==> src/rtl/riscv_pkg.sv <==
// Shared RISC-V core definitions: writeback source select, load funct3 encodings,
// and helpers that classify load widths.
package riscv_pkg;

  localparam int unsigned XLEN_DEFAULT = 32;

  typedef enum logic [1:0] {
    WB_MEM  = 2'b00,
    WB_ALU  = 2'b01,
    WB_PC4  = 2'b10,
    WB_NONE = 2'b11
  } wb_sel_e;

  localparam logic [2:0] F3_LB  = 3'b000;
  localparam logic [2:0] F3_LH  = 3'b001;
  localparam logic [2:0] F3_LW  = 3'b010;
  localparam logic [2:0] F3_LBU = 3'b100;
  localparam logic [2:0] F3_LHU = 3'b101;

  function automatic logic f3_is_byte(input logic [2:0] f3);
    return (f3 == F3_LB) || (f3 == F3_LBU);
  endfunction

  function automatic logic f3_is_half(input logic [2:0] f3);
    return (f3 == F3_LH) || (f3 == F3_LHU);
  endfunction

  // Reserved encodings (011/110/111) behave as LW everywhere.
  function automatic logic f3_is_word(input logic [2:0] f3);
    return !f3_is_byte(f3) && !f3_is_half(f3);
  endfunction

endpackage

==> src/rtl/load_ext.sv <==
// Load data extension. The addressed byte arrives in the top byte lane, so narrow
// loads take the most-significant bits and sign/zero-extend them.
module load_ext
  import riscv_pkg::*;
#(
  parameter int unsigned Width = XLEN_DEFAULT
) (
  input  logic [2:0]       funct3_i,
  input  logic [Width-1:0] data_i,
  output logic [Width-1:0] data_o
);

  always_comb begin
    data_o = data_i;
    case (funct3_i)
      F3_LB:   data_o = {{(Width - 8){data_i[Width-1]}}, data_i[Width-1 -: 8]};
      F3_LBU:  data_o = {{(Width - 8){1'b0}}, data_i[Width-1 -: 8]};
      F3_LH:   data_o = {{(Width - 16){data_i[Width-1]}}, data_i[Width-1 -: 16]};
      F3_LHU:  data_o = {{(Width - 16){1'b0}}, data_i[Width-1 -: 16]};
      default: data_o = data_i;
    endcase
  end

endmodule

==> src/rtl/wb_stage.sv <==
// Writeback stage: MEM/WB pipeline register, writeback source mux, register-file
// write port, misaligned-load flag and retired-instruction counter.
module wb_stage
  import riscv_pkg::*;
#(
  parameter int unsigned XLEN  = XLEN_DEFAULT,
  parameter int unsigned CNT_W = 64
) (
  input  logic             clk,
  input  logic             rst,
  input  logic             valid_i,
  input  logic             stall_i,
  input  logic             flush_i,
  input  logic [1:0]       wbSel_i,
  input  logic             regWEn_i,
  input  logic [4:0]       rd_i,
  input  logic [2:0]       funct3_i,
  input  logic [XLEN-1:0]  pc_i,
  input  logic [XLEN-1:0]  alu_i,
  input  logic [XLEN-1:0]  mem_data_i,
  output logic             rf_we_o,
  output logic [4:0]       rf_rd_o,
  output logic [XLEN-1:0]  rf_wdata_o,
  output logic             misalign_o,
  output logic [CNT_W-1:0] instret_o
);

  logic             valid_q, valid_d;
  wb_sel_e          wb_sel_q;
  logic             reg_wen_q;
  logic [4:0]       rd_q;
  logic [2:0]       funct3_q;
  logic [XLEN-1:0]  pc_q;
  logic [XLEN-1:0]  alu_q;
  logic [XLEN-1:0]  mem_q;
  logic [CNT_W-1:0] instret_q, instret_d;
  logic [XLEN-1:0]  load_data;

  // Flush and stall both yield a bubble, so a held instruction is never written twice.
  assign valid_d   = valid_i & ~stall_i & ~flush_i;
  assign instret_d = instret_q + CNT_W'(valid_q);

  always_ff @(posedge clk or negedge rst) begin
    if (!rst) begin
      valid_q   <= 1'b0;
      wb_sel_q  <= WB_MEM;
      reg_wen_q <= 1'b0;
      rd_q      <= '0;
      funct3_q  <= '0;
      pc_q      <= '0;
      alu_q     <= '0;
      mem_q     <= '0;
      instret_q <= '0;
    end else begin
      valid_q   <= valid_d;
      instret_q <= instret_d;
      if (valid_d) begin
        wb_sel_q  <= wb_sel_e'(wbSel_i);
        reg_wen_q <= regWEn_i;
        rd_q      <= rd_i;
        funct3_q  <= funct3_i;
        pc_q      <= pc_i;
        alu_q     <= alu_i;
        mem_q     <= mem_data_i;
      end
    end
  end

  load_ext #(
    .Width (XLEN)
  ) u_load_ext (
    .funct3_i (funct3_q),
    .data_i   (mem_q),
    .data_o   (load_data)
  );

  always_comb begin
    rf_we_o    = valid_q & reg_wen_q & (wb_sel_q != WB_NONE) & (rd_q != 5'd0);
    rf_rd_o    = valid_q ? rd_q : 5'd0;
    rf_wdata_o = '0;
    if (valid_q) begin
      unique case (wb_sel_q)
        WB_MEM:  rf_wdata_o = load_data;
        WB_ALU:  rf_wdata_o = alu_q;
        WB_PC4:  rf_wdata_o = pc_q + XLEN'(4);
        WB_NONE: rf_wdata_o = '0;
      endcase
    end
    misalign_o = valid_q & (wb_sel_q == WB_MEM) &
                 ((f3_is_half(funct3_q) & alu_q[0]) |
                  (f3_is_word(funct3_q) & (alu_q[1:0] != 2'b00)));
  end

  assign instret_o = instret_q;

endmodule

==> config.mk <==
export PLATFORM = sky130hd
export DESIGN_NAME = wb_stage
export DESIGN_NICKNAME = d
export VERILOG_FILES = /design/src/rtl/riscv_pkg.sv /design/src/rtl/load_ext.sv /design/src/rtl/wb_stage.sv
export SDC_FILE = /design/constraint.sdc
export NUM_CORES = 1
export LEC_CHECK = 0
export ABC_CLOCK_PERIOD_IN_PS = 3610
export CAP_MARGIN = 10
export CORE_MARGIN = 3
export CORE_UTILIZATION = 50
export DETAILED_ROUTE_END_ITERATION = 7
export PLACE_DENSITY = 0.87
export SETUP_SLACK_MARGIN = 0.05
export SYNTH_ARGS = -nofsm -noshare
export SYNTH_HDL_FRONTEND = slang
export SYNTH_SLANG_ARGS = --single-unit
==> constraint.sdc <==
create_clock -name clk -period 3.61 [get_ports clk]
set_input_delay 0.9025 -clock clk [delete_from_list [all_inputs] [get_ports clk]]
set_output_delay 0.9025 -clock clk [all_outputs]
set_load 0.005 [all_outputs]
# After elaboration in Yosys (flattened, before gate mapping)
# Cells that the tools add are included.
# classes
addsub	2
n_mul	0
n_div	0
order_cmp	0
n_eq_ne	7
shift	0
mux	4
bitwise_logic	12
reduce_logical	9
# op_table
op	n
one-hot mux 32 bit (4 select lines)	2
adder 64 x 1 -> 64 bit	1
adder 32 x 3 -> 32 bit (second input constant)	1
2-to-1 mux 32 bit	1
AND 1 bit	9
equality test 3 bit (second input constant)	2
2-to-1 mux 5 bit	1
nonzero test 5 bit	1
equality test 2 bit (second input constant)	2
equality test 3 x 1 -> 1 bit (second input constant)	1
logical NOT 3 bit	1
equality test 2 x 1 -> 1 bit (second input constant)	1
logical NOT 1 bit	2
logical NOT 2 bit	1
logical OR 1 bit	2
!= test 2 bit (second input constant)	1
NOT 1 bit	2
nonzero test 2 bit	1
logical AND 1 bit	1
bitwise OR 1 bit	1
# totals
register_bits	172
latchBits	0
ramBits	0
romBits	0
in_bits	112
wordCells	43
memories	0

# Depth between registers and ports, before layout
# Gate-level depths: netlist of the first run.
# logic_depth
ltp_word	7
mapped_depth	10

# Cells and area by module
# A second synthesis of the first run with hierarchy kept.
# unflattened
cells_unflattened	759
area_unflattened_um2	8618.3
# by_module_without_submodules
module	instances	cells_per_inst	area_per_inst_um2	seq_area_each_um2
wb_stage	1	689	8160.3	4304.1
load_ext	1	70	457.9	0.0

# Worst setup path after synthesis of the first run
# Ideal clock, no wire load.
# synth_path
path_kind	register to output
start	reg pc_q[9]
end	out rf_wdata_o[21]
arrival_ns	2.005
path_slack_ns	0.702
stages_incl_launch_ff	7
n_path_buf	1
cell_sequence	dfrtp_1 nand4_4 or4_4 buf_6 or4_1 a21oi_1 o211a_1
# synth_between
elab_chain_len	3
# synth_rtl
item	line_no	text
start: declaration	wb_stage.sv:33	logic [XLEN-1:0] pc_q;
start signal: assignment	wb_stage.sv:62	pc_q <= pc_i;
adder 32 x 3 -> 32 bit	wb_stage.sv:85	WB_PC4: rf_wdata_o = pc_q + XLEN'(4);
one-hot mux 32 bit (4 select lines)	wb_stage.sv:82	unique case (wb_sel_q)
2-to-1 mux 32 bit	wb_stage.sv:81	if (valid_q) begin
end: declaration	wb_stage.sv:23	output logic [XLEN-1:0] rf_wdata_o,
# No other way between the ends.

# Worst setup path in the final report of the first run
# layout_path
start	reg pc_q[8]
end	out rf_wdata_o[29]
# Same word-level chain as after synthesis.

==> results.json, run 1 <==
{
  "fillers": 1165,
  "maxCapViolCount": 0,
  "switching_share": 0.292,
  "fp.dieH_um": 137,
  "skew_ns": 0.00731,
  "power_frac_clock": 0.349,
  "coreArea_um2": 16700,
  "synthDistinctLibCells": 49,
  "setup_ws_ns": -0.0784,
  "ys_seq_area_frac": 0.501,
  "cts_hold_buf": 0,
  "final_max_slew_viol_count": 0,
  "cts_inserted_buffers": 17,
  "synth.cell_area_um2": 8590,
  "first_iter_violations": 532,
  "antenna_found_initial": 1,
  "p_int_mw": 3.93,
  "htree_levels": 4,
  "rsz0062_at_grt": "yes",
  "power_frac_seq": 0.437,
  "cp_top_family": "simple AND/OR/NAND/NOR gates",
  "post-route-drc-count": 0,
  "slowest_delay_ns": 0.53,
  "ant_nets": 0,
  "cts_tree": "done",
  "clk_latency_ns": 0.43,
  "syn_to_final_growth_pct": 39.8,
  "crit_slowest_cell": "or4_4",
  "clockBufferDepth": 2,
  "hold_path.class": "in -> async",
  "outcome": "finished with violations",
  "gp_congestion": 0.891,
  "postPlaceCellArea_um2": 11100,
  "pin_count": 215,
  "drive_gt1_frac": 0.214,
  "switchingPower_mw": 1.63,
  "vdd_drop_max_uv": 366,
  "crit_type": "reg -> out",
  "syn_avg_cell_area_um2": 11.1,
  "vias_per_cell": 5.86,
  "vias": 7315,
  "required_ns": 2.71,
  "first_pass_iters": 4,
  "grt_max_degree": 67,
  "io_buffers": 214,
  "grt_pass1_wl_um": 39900,
  "cts-root-buf": "clkbuf_16",
  "relSlewSlack": 0.516,
  "endpoint_kind": "output port",
  "p_leak_nw": 5.02,
  "hpwl_um": 18500,
  "final.min_clock_period_ns": 3.69,
  "yosysWarningCount": 0,
  "synth-edff-count": 0,
  "rows": 47,
  "antennaDiodeCount": 0,
  "final_util": 0.719,
  "synth_nets": 892,
  "timing.final.crit_share": 1.02,
  "power_density_nw_per_um2": 463,
  "ys_async_sr_fraction": 1.00,
  "ys.flop_type": "dfrtp_1",
  "wire_per_inst_um": 20.9,
  "crit_chain": "nand3_2, or4_4, buf_4, o31a_2, o21ai_2, a211oi_2, clkdlybuf4s50_1",
  "track_usage": 0.277,
  "die_w_um": 137,
  "grt_pass1_vias": 7547,
  "design_area_um2": 12000,
  "critPathArrivalTime_ns": 2.79,
  "dieArea_um2": 18800,
  "crit_path_start_kind": "flip-flop",
  "nets": 1130,
  "ys_ff_latch": 172,
  "syn_inst": 777,
  "p_comb_frac": 0.214,
  "finalHoldViolCount": 0,
  "setup_viol": 2,
  "worst_pin_slew_ns": 0.723,
  "worst-path-buf-inv": 2,
  "max_freq_mhz": 271,
  "wl_um": 26000,
  "clkTransAtPathRegs_ns": 0.07,
  "initial_core_util": 0.514,
  "fin_setup_tns_ns": -0.107,
  "cp_max_fo": 6,
  "gr-total-overflow": 0,
  "cts_sinks": 172,
  "violations": "negative setup slack"
}
-- worst reg2reg max path, delay by kind of cell (launching register included) --
kind / cells / cell delay (ns)
xor+xnor: 1 / 0.16
simple gates: 4 / 1.50
flops: 1 / 0.60
fa+ha+maj: 2 / 0.48
-- synth_stat cells (2+ instances only) --
| cell | instances | area share |
|---|---|---|
| o31a_1 | 2 | 0.0020 |
| and4_1 | 12 | 0.012 |
| dfrtp_1 | 172 | 0.50 |
| xnor2_1 | 66 | 0.067 |
| a21o_1 | 2 | 0.0017 |
| o32ai_1 | 5 | 0.0051 |
| a211oi_1 | 9 | 0.0079 |
| ha_1 | 3 | 0.0044 |
| nor2b_1 | 2 | 0.0015 |
| nand3_1 | 38 | 0.022 |
| or4_1 | 2 | 0.0017 |
| nand4_1 | 31 | 0.023 |
| and3_1 | 19 | 0.014 |
| nand2_1 | 61 | 0.027 |
| nor2_1 | 16 | 0.0070 |
| inv_1 | 8 | 0.0035 |
| clkbuf_1 | 33 | 0.014 |
| nor3b_1 | 4 | 0.0035 |
| buf_2 | 2 | 0.0012 |
| clkbuf_8 | 3 | 0.0048 |
| o31a_2 | 2 | 0.0023 |
| o21ai_0 | 47 | 0.027 |
| a21oi_1 | 26 | 0.015 |
| xor2_1 | 16 | 0.016 |
| mux2_2 | 100 | 0.13 |
| nor3_1 | 8 | 0.0047 |
| nor4_1 | 11 | 0.0080 |
| mux2i_1 | 22 | 0.026 |
| o22ai_1 | 13 | 0.0095 |
| or2_2 | 2 | 0.0015 |
| or3_1 | 2 | 0.0015 |
| and2_1 | 19 | 0.014 |
| o21a_1 | 2 | 0.0017 |
| a31oi_1 | 2 | 0.0015 |
-- per-stage QoR --
| stage | hold slack, ns | power [mW] | cells | worst slack [ns] |
|---|---|---|---|---|
| global route | 0.500 | 5.80 | 1248 | -0.193 |
| global placement | 0.461 | 3.52 | 1198 | 0.0972 |
| CTS | 0.486 | 5.53 | 1238 | -0.128 |
| detailed placement | 0.472 | 3.56 | 1198 | 0.0580 |
| finish | 0.452 | 5.56 | 1248 | -0.0784 |
| floorplan | 0.468 | 3.01 | 777 | 0.702 |
-- power groups by stage --
stage / Sequential [mW] / Combinational (mW) / Clock (mW)
floorplan: 2.37 / 0.639 / 0
global route: 2.46 / 1.29 / 2.05
finish: 2.43 / 1.19 / 1.94
global placement: 2.44 / 1.08 / 0
CTS: 2.42 / 1.15 / 1.96
detailed placement: 2.46 / 1.11 / 0
-- repair_timing --
action,in CTS,in global routing
gates resized for setup,21,42
endpoints found under the setup margin,16,26
setup buffers,8,10
hold endpoints to repair,0,0
pin swaps,7,7
-- layout by cell type, fill, tap and decap left out, types with 4 or more instances in the layout --
cell	instances
clkdlybuf4s50_1	197
dfrtp_1	169
mux2_2	100
xnor2_1	66
nand2_1	61
o21ai_0	44
buf_4	40
nand3_1	37
nand4_1	31
a21oi_1	25
mux2i_1	22
and3_1	19
and2_1	19
clkbuf_16	17
nor2_1	16
xor2_1	16
and4_1	12
o22ai_1	11
dlymetal6s2s_1	9
inv_1	8
nor3_1	7
nor4_2	5
a211oi_1	5
o32ai_1	5
inv_6	5
buf_12	5
nor4_1	4
a211oi_2	4
-- flip-flops by register name (all words and copies together), names as in the netlist --
register and flops:
valid_q 1, funct3_q 3, wb_sel_q 2, alu_q 32, mem_q 32, rd_q 5
reg_wen_q 1, instret_o 64, pc_q 32
-- path summary, 6_finish.rpt --
check	startpoint	cells after the start	endpoint	slack, ns
max in group asynchronous	rst	2	instret_o[9]$_DFF_PN0_	2.30
worst min register to register	instret_o[63]$_DFF_PN0_	1	instret_o[63]$_DFF_PN0_	0.48
worst max register to register	valid_q$_DFF_PN0_	7	instret_o[38]$_DFF_PN0_	0.77
min in group clk	instret_o[63]$_DFF_PN0_	1	instret_o[63]$_DFF_PN0_	0.48
worst max-delay path	pc_q[8]$_DFFE_PN0P_	7	rf_wdata_o[29]	-0.08
worst min-delay path	rst	1	alu_q[4]$_DFFE_PN0P_	0.45
-- per-layer routing --
metal  track usage  part of all wire
met5             0           0.00050
met4         0.105             0.035
met3         0.107              0.11
met2         0.449              0.47
met1         0.333              0.39
-- final cells by class --
| type | instances | area (um^2) | area share |
|---|---|---|---|
| clock inverters | 14 | 181 | 0.0151 |
| inverters | 9 | 36.3 | 0.00302 |
| repair buffers | 261 | 2560 | 0.214 |
| multi-input cells | 554 | 4210 | 0.350 |
| flip-flops and latches | 172 | 4310 | 0.359 |
| well taps | 220 | 275 | 0.0229 |
| clock buffers | 18 | 439 | 0.0366 |
-- cell families (layout without fill, tap and decap cells) --
| family | Yosys count | after routing | synth area share |
|---|---|---|---|
| flip-flops | 172 | 172 | 0.501 |
| buffers and inverters | 51 | 302 | 0.0278 |
| adder cells (fa/ha/maj) | 3 | 3 | 0.00437 |
| AND/OR/NAND/NOR | 234 | 234 | 0.149 |
| AO/OA/AOI/OAI | 113 | 113 | 0.0772 |
| XOR/XNOR | 82 | 82 | 0.0836 |
| multiplexers | 122 | 122 | 0.157 |
No activity file was read; power rests on OpenSTA's default activity.
==> run 2: changes to the inputs <==
- ABC_AREA: unset -> 1
- CORE_UTILIZATION: 50 -> 53
- CTS_BUF_LIST: unset -> sky130_fd_sc_hd__clkbuf_2
- PLACE_DENSITY: 0.87 -> 0.89
- SYNTH_HIERARCHICAL: unset -> 1
==> results.json, run 2 <==
{
  "largest_register_ffs": 64,
  "die_w_um": 142,
  "power_mw": 4.85,
  "fin_cells": 1887,
  "coreArea_um2": 18100,
  "clockBufferDepth": 2,
  "hold-worst-slack_ns": 0.510,
  "crit_type": "reg -> out",
  "gr-total-overflow": 0,
  "endpoint_kind": "output port",
  "r2r_slack_ns": 1.32,
  "rr_startpoint": "valid_q$_DFF_PN0_",
  "outcome": "finished with violations",
  "worst_pin_slew_ns": 0.599,
  "cts-root-buf": "clkbuf_2",
  "synthDistinctLibCells": 36,
  "whs_path_depth": 2,
  "vias_per_cell": 5.56,
  "multiInputGateArea_um2": 5180,
  "required_ns": 2.71,
  "reg2reg_to": "instret_o[44]$_DFF_PN0_",
  "cts_tree": "done",
  "grt_pass1_wl_um": 55500,
  "syn_to_final_growth_pct": 35.8,
  "track_usage": 0.356,
  "yosysMostFrequentCell": "nand2_1",
  "setup_viol": 0,
  "crit_path_start_kind": "flip-flop",
  "rows": 49,
  "hpwl_um": 27600,
  "htree_levels": 4,
  "violations": "design-rule violations",
  "synth_area_leaders": "dfrtp_1 44%, nand2_1 23%, nand3_1 5.1%",
  "wl_um": 36800,
  "antenna_found_initial": 1,
  "ant_nets": 0,
  "io_buffers": 214,
  "max_freq_mhz": 279,
  "timing.final.crit_share": 0.994,
  "final_util": 0.738,
  "relSlewSlack": 0.600,
  "p_leak_nw": 6.27,
  "initial_core_util": 0.543,
  "finalHoldViolCount": 0,
  "clkTransAtPathRegs_ns": 0.28,
  "hold_path.class": "reg -> reg",
  "cts_inserted_buffers": 17,
  "synth_nets": 1494,
  "post-route-drc-count": 2,
  "syn_avg_cell_area_um2": 7.13,
  "vias": 10491,
  "postPlaceCellArea_um2": 12100,
  "fillers": 1480,
  "cp_max_fo": 3,
  "synth.cell_area_um2": 9830,
  "register_area_um2": 4330,
  "syn_inst": 1379,
  "vdd_drop_max_uv": 495,
  "pre_cts_slack_ns": 0.418,
  "fp.dieH_um": 142,
  "ys_async_sr_fraction": 1.00,
  "final_max_slew_viol_count": 0,
  "nets": 1759,
  "synth_top_cell_by_area": "dfrtp_1",
  "ys.flop_type": "dfrtp_1",
  "skew_ns": 0.0496,
  "ys_seq_area_frac": 0.438,
  "holdPathEnd": "alu_q[11]$_DFFE_PN0P_",
  "rr_worst_depth": 9,
  "design_area_um2": 13300,
  "maxCapViolCount": 0,
  "place_inst": 1792,
  "final_common_cell": "nand2_1",
  "synth-edff-count": 0,
  "dieArea_um2": 20200,
  "synth_top_area_share": 0.438,
  "clk_latency_ns": 0.80,
  "ys_ff_latch": 172,
  "power_density_nw_per_um2": 363,
  "drive_gt1_frac": 0.151,
  "wire_per_inst_um": 19.5,
  "final.min_clock_period_ns": 3.59,
  "synth_commonest_cells": "590 x nand2_1, 172 x dfrtp_1, 131 x nor2_1",
  "first_pass_iters": 8,
  "cts_sinks": 172,
  "gp_congestion": 1.03,
  "critPathArrivalTime_ns": 2.69,
  "min_from": "alu_q[11]$_DFFE_PN0P_",
  "pin_count": 215,
  "setup_ws_ns": 0.0211,
  "grt_pass1_vias": 10211,
  "first_iter_violations": 961,
  "layout_common_cells": "574 x nand2_1, 183 x clkdlybuf4s50_1, 158 x dfrtp_1",
  "rsz0062_at_grt": "yes",
  "grt_max_degree": 128,
  "yosysWarningCount": 6,
  "fin_setup_tns_ns": 0
}
run 2: cell types whose count changed in the layout (fill, tap and decap cells not counted), moves of 19 or more:
cell	delta
and3_1	-19
inv_1	+79
mux2_2	-100
mux2i_1	-22
nand2_1	+513
nand3_1	+61
nor2_1	+88
nor2_2	+26
xnor2_1	-54
xor2_1	+20
run 2: critical path, cell delays in order (launching register included):
cell	delay, ns
dfrtp_1	0.43
buf_4	0.14
ha_4	0.15
nand2_4	0.08
nor2_4	0.12
nand4_1	0.10
nand2_1	0.12
nand3_1	0.12
a21oi_1	0.15
clkdlybuf4s50_1	0.53
run 2: logic make-up (layout without fill, tap and decap cells):
kind of cell	count (synthesis)	after routing	share of synthesized area
buf+inv	149	427	0.0652
flops	172	172	0.438
compound gates	98	98	0.0587
other cells	0	1	0
xor+xnor	48	48	0.0428
fa+ha+maj	3	3	0.00382
simple gates	909	909	0.391
run 2: report_power, final:
group | internal [mW] | switching [mW] | total [mW] | leakage, nW
logic | 0.585 | 0.726 | 1.31 | 3.89
clock network | 0.265 | 0.878 | 1.14 | 0.165
registers | 2.15 | 0.239 | 2.39 | 2.22
run 2: worst max-delay path by stage:
stage	from	endpoint	slack (ns)	depth (start not counted)
after floorplan	pc_q[2]$_DFFE_PN0P_	rf_wdata_o[12]	1.38	8
after global placement	pc_q[2]$_DFFE_PN0P_	rf_wdata_o[16]	0.41	10
after detailed placement	wb_sel_q[0]$_DFFE_PN0P_	rf_wdata_o[10]	0.42	8
after CTS	pc_q[2]$_DFFE_PN0P_	rf_wdata_o[20]	-0.03	8
after global routing	funct3_q[1]$_DFFE_PN0P_	rf_wdata_o[29]	-0.13	7
final	pc_q[2]$_DFFE_PN0P_	rf_wdata_o[20]	0.02	9
run 2: layout make-up:
type	instances	share of cell area
Multi-Input combinational cell	1058	0.388
Sequential cell	172	0.324
Timing Repair Buffer	284	0.210
Inverter	109	0.0329
Tap cell	229	0.0215
Clock inverter	15	0.0155
Clock buffer	17	0.00638
Timing Repair inverter	2	0.00122
Antenna cell	1	0.000188
run 2: timing repair:
action	in CTS	in global routing
endpoints found under the hold margin	0	1
resized for setup	107	69
hold buffers	0	1
setup endpoints to repair	33	27
setup buffers	37	21
pin swaps	16	19
gates cloned	1	2
run 2: per-layer routing:
| metal | GRT usage | wire length (um) | vias to the layer above | share of wire |
|---|---|---|---|---|
| li1 | - | - | 4871 | - |
| met1 | 0.475 | 15200 | 4976 | 0.41 |
| met2 | 0.596 | 17600 | 549 | 0.48 |
| met3 | 0.0638 | 2750 | 95 | 0.075 |
| met4 | 0.111 | 1240 | 0 | 0.034 |
| met5 | 0 | 0 | - | 0 |
